[config.mk]
export PLATFORM = sky130hd
export DESIGN_NAME = fb_write_arbiter
export DESIGN_NICKNAME = d
export VERILOG_FILES = /design/src/rtl/fb_write_arbiter_pkg.sv /design/src/rtl/fb_write_arbiter_addr_calc.sv /design/src/rtl/fb_write_arbiter.sv
export SDC_FILE = /design/constraint.sdc
export NUM_CORES = 1
export LEC_CHECK = 0
export BUFFER_PORTS_ARGS = -buffer_cell sky130_fd_sc_hd__buf_2
export CAP_MARGIN = 5
export CORE_AREA = 10 10 90 92
export CTS_CLUSTER_SIZE = 30
export DETAILED_ROUTE_END_ITERATION = 6
export DIE_AREA = 0 0 100 102
export GPL_TIMING_DRIVEN = 1
export PLACE_DENSITY = 0.82
export REMOVE_ABC_BUFFERS = 1
export SETUP_SLACK_MARGIN = 0.4
export SYNTH_ARGS = -nofsm -noshare
export SYNTH_HDL_FRONTEND = slang
export SYNTH_HIERARCHICAL = 1
export SYNTH_SLANG_ARGS = --single-unit
[constraint.sdc]
create_clock -name Clk -period 6.8 [get_ports Clk]
set_input_delay 1.36 -clock Clk [delete_from_list [all_inputs] [get_ports Clk]]
set_output_delay 1.36 -clock Clk [all_outputs]
set_load 0.01 [all_outputs]
[src/rtl/fb_write_arbiter_pkg.sv]
// Shared frame-buffer constants and types for the trail writers and the write-port arbiter.
package tron_fb_pkg;

  localparam int unsigned H_RES     = 640;
  localparam int unsigned V_RES     = 480;
  localparam int unsigned FB_PIXELS = H_RES * V_RES;
  localparam int unsigned ADDR_W    = 19;
  localparam int unsigned COLOR_W   = 4;

  typedef enum logic [3:0] {
    COLOR_BG    = 4'h0,
    COLOR_BLUE  = 4'h1,
    COLOR_RED   = 4'h2,
    COLOR_WALL  = 4'h3,
    COLOR_CRASH = 4'hF
  } color_e;

  typedef enum logic {
    IDLE,
    CLEAR
  } fbw_state_e;

endpackage

[src/rtl/fb_write_arbiter_addr_calc.sv]
// Pixel (x, y) to linear frame-buffer address, with an on-screen flag.
module fb_addr_calc #(
  parameter int unsigned H_RES  = tron_fb_pkg::H_RES,
  parameter int unsigned V_RES  = tron_fb_pkg::V_RES,
  parameter int unsigned ADDR_W = tron_fb_pkg::ADDR_W
) (
  input  logic [9:0]        x,
  input  logic [9:0]        y,
  output logic [ADDR_W-1:0] addr,
  output logic              in_range
);

  logic [ADDR_W-1:0] y_w;

  // y*640 as two shifts; the line length is fixed at 640 by this decomposition
  always_comb begin
    y_w      = ADDR_W'(y);
    addr     = (y_w << 9) + (y_w << 7) + ADDR_W'(x);
    in_range = (32'(x) < H_RES) && (32'(y) < V_RES);
  end

endmodule

[src/rtl/fb_write_arbiter.sv]
// Owns the frame-buffer write port: round-robin between two bike writers, plus a full-screen clear sweep.
module fb_write_arbiter
  import tron_fb_pkg::*;
#(
  parameter int unsigned        H_RES    = tron_fb_pkg::H_RES,
  parameter int unsigned        V_RES    = tron_fb_pkg::V_RES,
  parameter int unsigned        ADDR_W   = tron_fb_pkg::ADDR_W,
  parameter int unsigned        COLOR_W  = tron_fb_pkg::COLOR_W,
  parameter logic [COLOR_W-1:0] BG_COLOR = COLOR_W'(COLOR_BG)
) (
  input  logic               Clk,
  input  logic               Reset,
  input  logic               clear_start,
  output logic               clear_busy,
  output logic               clear_done,
  input  logic               b0_req,
  input  logic [9:0]         b0_x,
  input  logic [9:0]         b0_y,
  input  logic [COLOR_W-1:0] b0_color,
  output logic               b0_ack,
  input  logic               b1_req,
  input  logic [9:0]         b1_x,
  input  logic [9:0]         b1_y,
  input  logic [COLOR_W-1:0] b1_color,
  output logic               b1_ack,
  output logic               oob_err,
  output logic               fb_we,
  output logic [ADDR_W-1:0]  fb_addr,
  output logic [COLOR_W-1:0] fb_data
);

  localparam logic [ADDR_W-1:0] PIXELS = ADDR_W'(H_RES * V_RES);

  fbw_state_e        state_q, state_n;
  logic [ADDR_W-1:0] cnt_q, cnt_n;
  logic              ptr_q, ptr_n;

  logic               elig0, elig1, grant_any, grant_sel;
  logic [9:0]         sel_x, sel_y;
  logic [COLOR_W-1:0] sel_color;
  logic [ADDR_W-1:0]  calc_addr;
  logic               calc_in_range;

  logic               b0_ack_n, b1_ack_n, oob_n, we_n, busy_n, done_n;
  logic [ADDR_W-1:0]  addr_n;
  logic [COLOR_W-1:0] data_n;

  // A bike whose ack is showing has not yet updated its request, so it is masked
  always_comb begin
    elig0     = b0_req && !b0_ack;
    elig1     = b1_req && !b1_ack;
    grant_any = elig0 || elig1;
    grant_sel = (elig0 && elig1) ? ptr_q : elig1;
    sel_x     = grant_sel ? b1_x     : b0_x;
    sel_y     = grant_sel ? b1_y     : b0_y;
    sel_color = grant_sel ? b1_color : b0_color;
  end

  fb_addr_calc #(
    .H_RES (H_RES),
    .V_RES (V_RES),
    .ADDR_W(ADDR_W)
  ) u_addr_calc (
    .x       (sel_x),
    .y       (sel_y),
    .addr    (calc_addr),
    .in_range(calc_in_range)
  );

  always_comb begin
    state_n  = state_q;
    cnt_n    = cnt_q;
    ptr_n    = ptr_q;
    b0_ack_n = 1'b0;
    b1_ack_n = 1'b0;
    oob_n    = 1'b0;
    we_n     = 1'b0;
    addr_n   = fb_addr;
    data_n   = fb_data;
    busy_n   = clear_busy;
    done_n   = 1'b0;
    case (state_q)
      IDLE: begin
        if (clear_start) begin
          state_n = CLEAR;
          busy_n  = 1'b1;
          cnt_n   = '0;
        end else if (grant_any) begin
          ptr_n    = ~grant_sel;
          b0_ack_n = ~grant_sel;
          b1_ack_n = grant_sel;
          if (calc_in_range) begin
            we_n   = 1'b1;
            addr_n = calc_addr;
            data_n = sel_color;
          end else begin
            oob_n = 1'b1;
          end
        end
      end
      CLEAR: begin
        // The counter runs one past the last pixel so the done pulse lands a cycle after the final write
        if (cnt_q == PIXELS) begin
          state_n = IDLE;
          busy_n  = 1'b0;
          done_n  = 1'b1;
          cnt_n   = '0;
        end else begin
          we_n   = 1'b1;
          addr_n = cnt_q;
          data_n = BG_COLOR;
          cnt_n  = cnt_q + 1'b1;
        end
      end
      default: state_n = IDLE;
    endcase
  end

  always_ff @(posedge Clk) begin
    if (Reset) begin
      state_q    <= IDLE;
      cnt_q      <= '0;
      ptr_q      <= 1'b0;
      b0_ack     <= 1'b0;
      b1_ack     <= 1'b0;
      oob_err    <= 1'b0;
      fb_we      <= 1'b0;
      fb_addr    <= '0;
      fb_data    <= '0;
      clear_busy <= 1'b0;
      clear_done <= 1'b0;
    end else begin
      state_q    <= state_n;
      cnt_q      <= cnt_n;
      ptr_q      <= ptr_n;
      b0_ack     <= b0_ack_n;
      b1_ack     <= b1_ack_n;
      oob_err    <= oob_n;
      fb_we      <= we_n;
      fb_addr    <= addr_n;
      fb_data    <= data_n;
      clear_busy <= busy_n;
      clear_done <= done_n;
    end
  end

endmodule

Word-level counts from Yosys, hierarchy flattened
Index checks and enable logic that the tools add are counted.
- register bits after elaboration: 50
- input bits: 53
- output and inout port bits: 29
- word-level logic and storage cells: 68
- add/subtract/negate cells: 3
- order comparisons: 2
- eq/ne operators: 7
- muxes and demuxes: 29
- bitwise logic cells: 4
- reduce and logical (&&, ||, !) cells: 12
- operators with widths (cell ; number):
    $mux 19 ; 6
    $pmux 19 s2 ; 2
    $mux 10 ; 2
    $mux 4 ; 5
    $add 19x1->19 const B ; 1
    $add 19x10->19 ; 1
    $add 19x17->19 ; 1
    $eq 19x19->1 const B ; 1
    $lt 10x10->1 const B ; 1
    $lt 10x9->1 const B ; 1
    $mux 1 ; 10
    $ne 2x2->1 const B ; 5
    $pmux 4 s2 ; 1
    $pmux 1 s2 ; 3
    $logic_and 1x1->1 ; 4
    $not 1->1 ; 4
    $reduce_and 4->1 ; 1
    $reduce_or 4->1 ; 1
    $reduce_and 3->1 ; 1
    $logic_not 1->1 ; 2
    $ne 2x1->1 const B ; 1
    $reduce_and 2->1 ; 1
    $reduce_or 2->1 ; 1
    $logic_or 1x1->1 ; 1

Longest topological paths before layout
Gate-level depths: netlist of run 1.
- word-level depth: 11
- gate-level depth with buffers: 15
- gate-level depth less buffers: 13

By module
Netlist of run 1, hierarchy kept.
- by module, submodules not included (module ; times used ; cells an instance ; area each (µm²)):
    fb_write_arbiter ; 1 ; 293 ; 2717.6
    fb_addr_calc ; 1 ; 81 ; 663.1

Worst setup path before layout of run 1
Ideal clock, no wire load.
- path type: input to register
- from: in b1_req
- to: reg fb_addr[16]
- arrival: 4381 ps
- path slack: 2338 ps
- cell stages on the path: 15
- path buffers: 2
- path through: nor2b_1 > o21a_1 > clkbuf_1 > buf_2 > mux2_2 > inv_1 > fa_1 > inv_1 > fa_1 > a21oi_2 > o211ai_2 > o41ai_2 > xnor2_1 > mux2i_1 > a211oi_2
- longest elaborated chain between the ends: 10
- elaborated cells between the ends (all ways): 18
- ends and longest elaborated chain (element ; RTL line ; text):
    start: declaration ; fb_write_arbiter.sv:21 ; input logic b1_req,
    $logic_and 1x1->1 * ; fb_write_arbiter.sv:51 ; elig1 = b1_req && !b1_ack;
    $logic_and 1x1->1 ; fb_write_arbiter.sv:53 ; grant_sel = (elig0 && elig1) ? ptr_q : elig1;
    $mux 1 * ; fb_write_arbiter.sv:53 ;
    $mux 10 * ; fb_write_arbiter.sv:55 ; sel_y = grant_sel ? b1_y : b0_y;
    net sel_y[0] ; fb_write_arbiter.sv:39 ; logic [9:0] sel_x, sel_y;
    $add 19x17->19 * ; fb_write_arbiter_addr_calc.sv:18 ; addr = (y_w << 9) + (y_w << 7) + ADDR_W'(x);
    $add 19x10->19 * ; fb_write_arbiter_addr_calc.sv:18 ;
    net calc_addr[16] ; fb_write_arbiter.sv:41 ; logic [ADDR_W-1:0] calc_addr;
    $mux 19 * ; fb_write_arbiter.sv:92 ; if (calc_in_range) begin
    $mux 19 * ; fb_write_arbiter.sv:88 ; end else if (grant_any) begin
    $mux 19 * ; fb_write_arbiter.sv:84 ; if (clear_start) begin
    $pmux 19 s2 * ; fb_write_arbiter.sv:82 ; case (state_q)
    end signal: assignment ; fb_write_arbiter.sv:140 ; fb_addr <= addr_n;
    end: declaration ; fb_write_arbiter.sv:28 ; output logic [ADDR_W-1:0] fb_addr,
The timed path passes the listed nets; every way through them passes the cells marked *. The select of a mux whose other input is x is not followed.
A chain may end at the register's enable or synchronous reset.

Final worst setup path of run 1
Same ends and word-level chain as after synthesis.

==> results of run 1 <==
-- power by group through the flow --
stage	clock network (mW)	logic (mW)	registers, mW
finish	0.182	0.269	0.318
global route	0.193	0.294	0.320
detailed placement	0	0.264	0.325
floorplan	0	0.176	0.333
global placement	0	0.254	0.324
CTS	0.185	0.267	0.318
-- registers in the layout (all words and copies together) (netlist names) --
signal and flops:
b0_ack 1, state_q 1, clear_busy 1, clear_done 1
fb_we 1, ptr_q 1, oob_err 1, fb_addr 19
cnt_q 19, fb_data 4, b1_ack 1
-- area by class of cell --
cell class                 instances  area (um^2)
timing repair buffer              85        435.4
multi-input combinational        278         2136
clock buffer                       5        68.82
sequential                        50         1001
clock inverter                     3        21.27
inverter                          20        75.07
tap                               77        96.34
fill                             543         2444
-- routing by layer --
| layer | part of all wire | vias up | global-route usage |
|---|---|---|---|
| met5 | 0 | - | 0 |
| met4 | 0.014 | 0 | 0.06196 |
| met3 | 0.10 | 15 | 0.05938 |
| met2 | 0.48 | 132 | 0.3206 |
| met1 | 0.40 | 1491 | 0.2052 |
| li1 | - | 1511 | - |
-- cells in the final DEF (no fill, tap or decap), drive strengths merged, types with 15 or more instances in the layout --
cell type  instances
mux2i             15
nand3             21
a211oi            16
ha                21
nor3              18
mux2              24
buf               85
inv               19
a21oi             27
nand2             26
dfxtp             50
nor2              18
-- worst reg2reg max path, delay by kind of cell, from the launching register on --
family	cells	cell delay, ns
AO/OA/AOI/OAI	5	1.73
adder cells (fa/ha/maj)	2	1.01
multiplexers	2	0.45
flip-flops	1	0.34
AND/OR/NAND/NOR	1	0.16
XOR/XNOR	1	0.15
buffers and inverters	2	0.13
-- logic make-up after synthesis --
family	synth area share
compound gates	0.1950
xor+xnor	0.02332
fa+ha+maj	0.08956
buf+inv	0.07216
flops	0.2961
mux	0.1244
simple gates	0.1995
-- how the worst min path moves through the flow --
stage                      startpoint     endpoint  cells past startpoint
final                     fb_addr[13]  fb_addr[13]                      2
after global routing      fb_addr[12]  fb_addr[12]                      2
after CTS                 fb_addr[13]  fb_addr[13]                      2
after detailed placement  fb_addr[18]  fb_addr[18]                      2
after global placement    fb_addr[13]  fb_addr[13]                      2
after floorplan             cnt_q[18]    cnt_q[18]                      1
-- metrics by stage --
stage	power (mW)	util	cell area, um^2	hold WS, ns
after global routing	0.8067	0.6107	3834	0.4870
after detailed placement	0.5886	0.5964	3744	0.4404
after CTS	0.7703	0.6107	3834	0.4630
after floorplan	0.5093	-	3212	0.4519
final	0.7695	0.6107	3834	0.4593
after global placement	0.5780	0.5964	3744	0.4330
==> flow_summary.json, run 1 <==
{
  "status": "completed",
  "crit_path_top_delay_cell": "o21a_1",
  "via_count": 3149,
  "slew_viol_final": 0,
  "cts_tree": "yes",
  "path_class": "in -> reg",
  "core_area_um2": 6277,
  "ir_drop_mv": 0.1383,
  "p_int_uw": 499.0,
  "synth_area_um2": 3381,
  "layoutNonFillerInstCount": 518,
  "swShare": 0.3514,
  "ys_seq_area_frac": 0.2961,
  "yosysTopAreaCell": "dfxtp_1",
  "crit_fanout": 27,
  "diodes": 0,
  "syn_to_final_growth_pct": 13.40,
  "ff2ff_setup_slack_ns": 2.76,
  "power_frac_comb": 0.350,
  "die_area_um2": 10200,
  "portBuffers": 81,
  "fp.dieH_um": 102,
  "pin_count": 82,
  "pwr-share-clk": 0.237,
  "skew_ns": 0.008720,
  "first_pass_iters": 4,
  "synth_ff_type": "dfxtp_1",
  "layout-drive-gt1-share": 0.3265,
  "max_cap_viol_count": 0,
  "crit_path_start_kind": "input port",
  "fp.dieW_um": 100,
  "rsz0062_at_grt": "false",
  "critPathTopFamily": "compound AO/OA/AOI/OAI gates",
  "synth_top_area_frac": 0.2961,
  "clk-insertion-delay-late_ns": 0.31,
  "syn_inst": 374,
  "p_switching_uw": 270.4,
  "critPathMaxStageDelay_ns": 0.93,
  "track_usage": 0.1830,
  "timing.rr.end": "fb_addr[16]",
  "grt_pass1_wl_mm": 15.64,
  "num-nets-final": 516,
  "synth_seq_cells": 50,
  "fmax_ghz": 0.2064,
  "ctsRootBufferMaster": "clkbuf_8",
  "endpoint_kind": "flop",
  "ys_top_cells_by_area": "dfxtp_1 (30%), mux2_2 (8.0%), ha_1 (7.8%)",
  "post-place-cells": 510,
  "seqPwrFrac": 0.414,
  "worst_slew_pin_slew_ns": 1.161,
  "yosysWarnings": 6,
  "slew_headroom": 0.2262,
  "vias_per_cell": 6.079,
  "drc": 0,
  "synth_edf_count": 0,
  "hold_path.class": "reg -> reg",
  "crit_chain": "buf_2 > nor2b_1 > o21a_1 > mux2_2 > inv_1 > fa_1 > inv_1 > fa_1 > a21oi_2 > o211ai_2 > o41ai_2 > xnor2_1 > mux2i_1 > a211oi_2",
  "initial_utilization": 0.5386,
  "synth-async-reset-ratio": 0,
  "rows": 29,
  "fin_crit_ns": 4.846,
  "setup_ws_ns": 1.954,
  "worstPathArrival_ns": 5.08,
  "synthesis.area_per_instance_um2": 9.039,
  "drt_wl_total_mm": 9.386,
  "hold_viol": 0,
  "grt_pass1_vias": 3320,
  "cp.buffers_inverters": 3,
  "post_cts_buffers": 0,
  "wire_per_inst_um": 18.12,
  "cts.path.max_buffers": 2,
  "dp_slack_ns": 1.626,
  "dp_hpwl_mm": 6.962,
  "htreeDepth": 2,
  "ctsHoldBuffers": 0,
  "grt-ovfl-total": 0,
  "p_per_area_nw_per_um2": 200.7,
  "yosysUniqueCellTypes": 60,
  "cts_buffers": 5,
  "crit_end": "fb_addr[16]",
  "critPathRequiredTime_ns": 7.04,
  "drt_iter0_drc": 167,
  "reg2reg_depth": 13,
  "gp_congestion": 0.9074,
  "critPathLaunch": "b1_req",
  "min_period_over_period": 0.7127,
  "reg2reg_from": "b1_ack",
  "path_clk_slew_ns": 0.10,
  "clock-sinks": 50,
  "cp.depth": 14,
  "grt_max_degree": 33,
  "setup_viol": 0,
  "finalSetupTns_ns": 0,
  "synth_common_cells": "dfxtp_1 (50), a21oi_1 (26), nand2_1 (25)",
  "synth_most_common_cell": "dfxtp_1",
  "ctsResizeCount": 0,
  "antenna_found_initial": 0,
  "p_leak_nw": 1.625,
  "drtAntennaViolNets": 0
}
Note: power is estimated with default switching activity, not from simulation.
==> run 2: changes to the inputs <==
- CORE_AREA: 10 10 90 92 -> 10 10 95 97
- DIE_AREA: 0 0 100 102 -> 0 0 105 107
- PLACE_DENSITY: 0.82 -> 0.77
- clock period: 6.8 -> 3.9 ns (I/O delays scaled with it)
==> run 2 against run 1 <==
Against the previous run:
- first-iteration DRC count down 7.8%
- worst hold slack worse by 0.0086 ns
- clock skew up 0.0037 ns
- global-route usage down 2.4 points
- core utilization down 6.6 points
- worst setup slack worse by 1.5 ns
- non-clock buffer count up 2
- sequential share of layout area down 0.37 points
- register-to-register slack worse by 2.1 ns
- cell area up 1.4%
==> flow_summary.json, run 2 (synthesized netlist as in run 1, its figures left out) <==
{
  "status": "completed",
  "hold_slack_ns": 0.4507,
  "track_usage": 0.1588,
  "design_area_um2": 3889,
  "portBuffers": 81,
  "n_fill_cell": 711,
  "antenna_found_initial": 0,
  "fin_crit_ns": 3.412,
  "fp.dieW_um": 105,
  "ff2ff_setup_slack_ns": 0.68,
  "swShare": 0.3374,
  "cts_buffers": 5,
  "via_count": 3115,
  "min-delay-start": "fb_addr[18]",
  "wire_per_inst_um": 16.84,
  "slew_headroom": 0.2529,
  "fp.dieH_um": 107,
  "p_switching_uw": 453.5,
  "grt_max_degree": 33,
  "holdPathEnd": "fb_addr[18]",
  "ctsRootBufferMaster": "clkbuf_8",
  "pin_count": 82,
  "min_period_over_period": 0.8749,
  "final_common_cell": "buf_2",
  "timing.rr.end": "fb_addr[16]",
  "num-nets-final": 518,
  "grt_pass1_wl_mm": 15.15,
  "final_util": 0.5449,
  "dp_hpwl_mm": 7.046,
  "p_int_uw": 890.6,
  "final_cell_mix": "buf_2 (81), dfxtp_1 (50), nand2_1 (25), a21oi_1 (25), mux2_2 (24)",
  "crit_fanout": 8,
  "p_leak_nw": 1.640,
  "ctsHoldBuffers": 0,
  "hold_depth": 2,
  "reg2reg_from": "b0_ack",
  "seq_area_um2": 1001,
  "finalPower_mw": 1.344,
  "power_frac_comb": 0.349,
  "path_class": "in -> reg",
  "hold_path.class": "reg -> reg",
  "setup_viol": 0,
  "hold_viol": 0,
  "crit_path_start_kind": "input port",
  "finalSetupTns_ns": 0,
  "layout-drive-gt1-share": 0.3341,
  "clk-insertion-delay-late_ns": 0.31,
  "multi_input_area_um2": 2143,
  "initial_utilization": 0.4737,
  "worstPathArrival_ns": 3.65,
  "critPathRequiredTime_ns": 4.14,
  "dpl_cell_area_um2": 3786,
  "endpoint_kind": "flop",
  "drt_iter0_drc": 154,
  "drt_wl_total_mm": 9.127,
  "skew_ns": 0.01241,
  "syn_to_final_growth_pct": 15.03,
  "diodes": 0,
  "first_pass_iters": 4,
  "seqPwrFrac": 0.413,
  "drtAntennaViolNets": 0,
  "slew_viol_final": 0,
  "max_cap_viol_count": 0,
  "pwr-share-clk": 0.238,
  "grt-ovfl-total": 0,
  "htreeDepth": 2,
  "die_area_um2": 11240,
  "cts.path.max_buffers": 2,
  "gp_congestion": 0.9151,
  "rsz0062_at_grt": "true",
  "reg_top3": "cnt_q (19), fb_addr (19), fb_data (4)",
  "cts_tree": "yes",
  "p_per_area_nw_per_um2": 345.6,
  "clock-sinks": 50,
  "rows": 31,
  "reg2reg_depth": 13,
  "ir_drop_mv": 0.1573,
  "drc": 0,
  "vias_per_cell": 5.747,
  "core_area_um2": 7137,
  "grt_pass1_vias": 3179,
  "path_clk_slew_ns": 0.09,
  "fmax_ghz": 0.2931,
  "worst_slew_pin_slew_ns": 1.112
}
==> run 2: worst max path at each step <==
stage	depth (start not counted)	slack (ns)	from	end
after floorplan	13	-0.11	b1_req	fb_addr[16]
after global placement	14	0.16	b1_req	fb_addr[16]
after detailed placement	13	0.08	b1_req	fb_addr[18]
after CTS	14	0.47	b1_req	fb_addr[16]
after global routing	14	0.35	b1_req	fb_addr[16]
final	13	0.49	b1_req	fb_addr[16]
==> run 2: metal layers <==
layer / global-route usage / share of wire / vias up
li1: - / - / 1518
met1: 0.1908 / 0.42 / 1478
met2: 0.2701 / 0.48 / 108
met3: 0.04850 / 0.091 / 11
met4: 0.04118 / 0.0099 / 0
met5: 0 / 0 / -
==> run 2: critical path, stage by stage <==
cell and delay (ns):
buf_2 0.07, nor2b_1 0.15, o21a_2 0.26, mux2_2 0.37, ha_1 0.30, ha_1 0.25
fa_2 0.37, a21oi_2 0.19, o211ai_2 0.15, o41ai_2 0.25, xnor2_1 0.17, mux2i_1 0.12
a211oi_2 0.22
==> run 2: area by class of cell <==
type / count / share of cell area
tap: 99 / 0.03185
clock inverter: 1 / 0.001287
sequential: 50 / 0.2574
clock buffer: 7 / 0.02220
timing repair buffer: 87 / 0.1168
multi-input combinational: 278 / 0.5512
inverter: 20 / 0.01931
==> run 2: power by group through the flow <==
stage | Clock (mW) | Combinational (mW) | Sequential, mW
floorplan | 0 | 0.307 | 0.581
global placement | 0 | 0.447 | 0.566
detailed placement | 0 | 0.461 | 0.567
CTS | 0.318 | 0.465 | 0.555
global route | 0.337 | 0.521 | 0.558
finish | 0.320 | 0.469 | 0.555
==> run 2: repair_timing <==
| item | in CTS | in global routing |
|---|---|---|
| endpoints found under the setup margin | 2 | 3 |
| buffers inserted | 0 | 0 |
| endpoints found under the hold margin | 0 | 0 |
| gates resized for setup | 1 | 3 |
| pin swaps | 0 | 1 |
==> run 2: through the flow <==
stage | cells | setup WS (ns)
2_1_floorplan | 348 | -0.1131
3_5_place_dp | 534 | 0.07914
3_3_place_gp | 534 | 0.1569
5_1_grt | 542 | 0.3463
4_1_cts | 542 | 0.4658
6_report | 542 | 0.4879
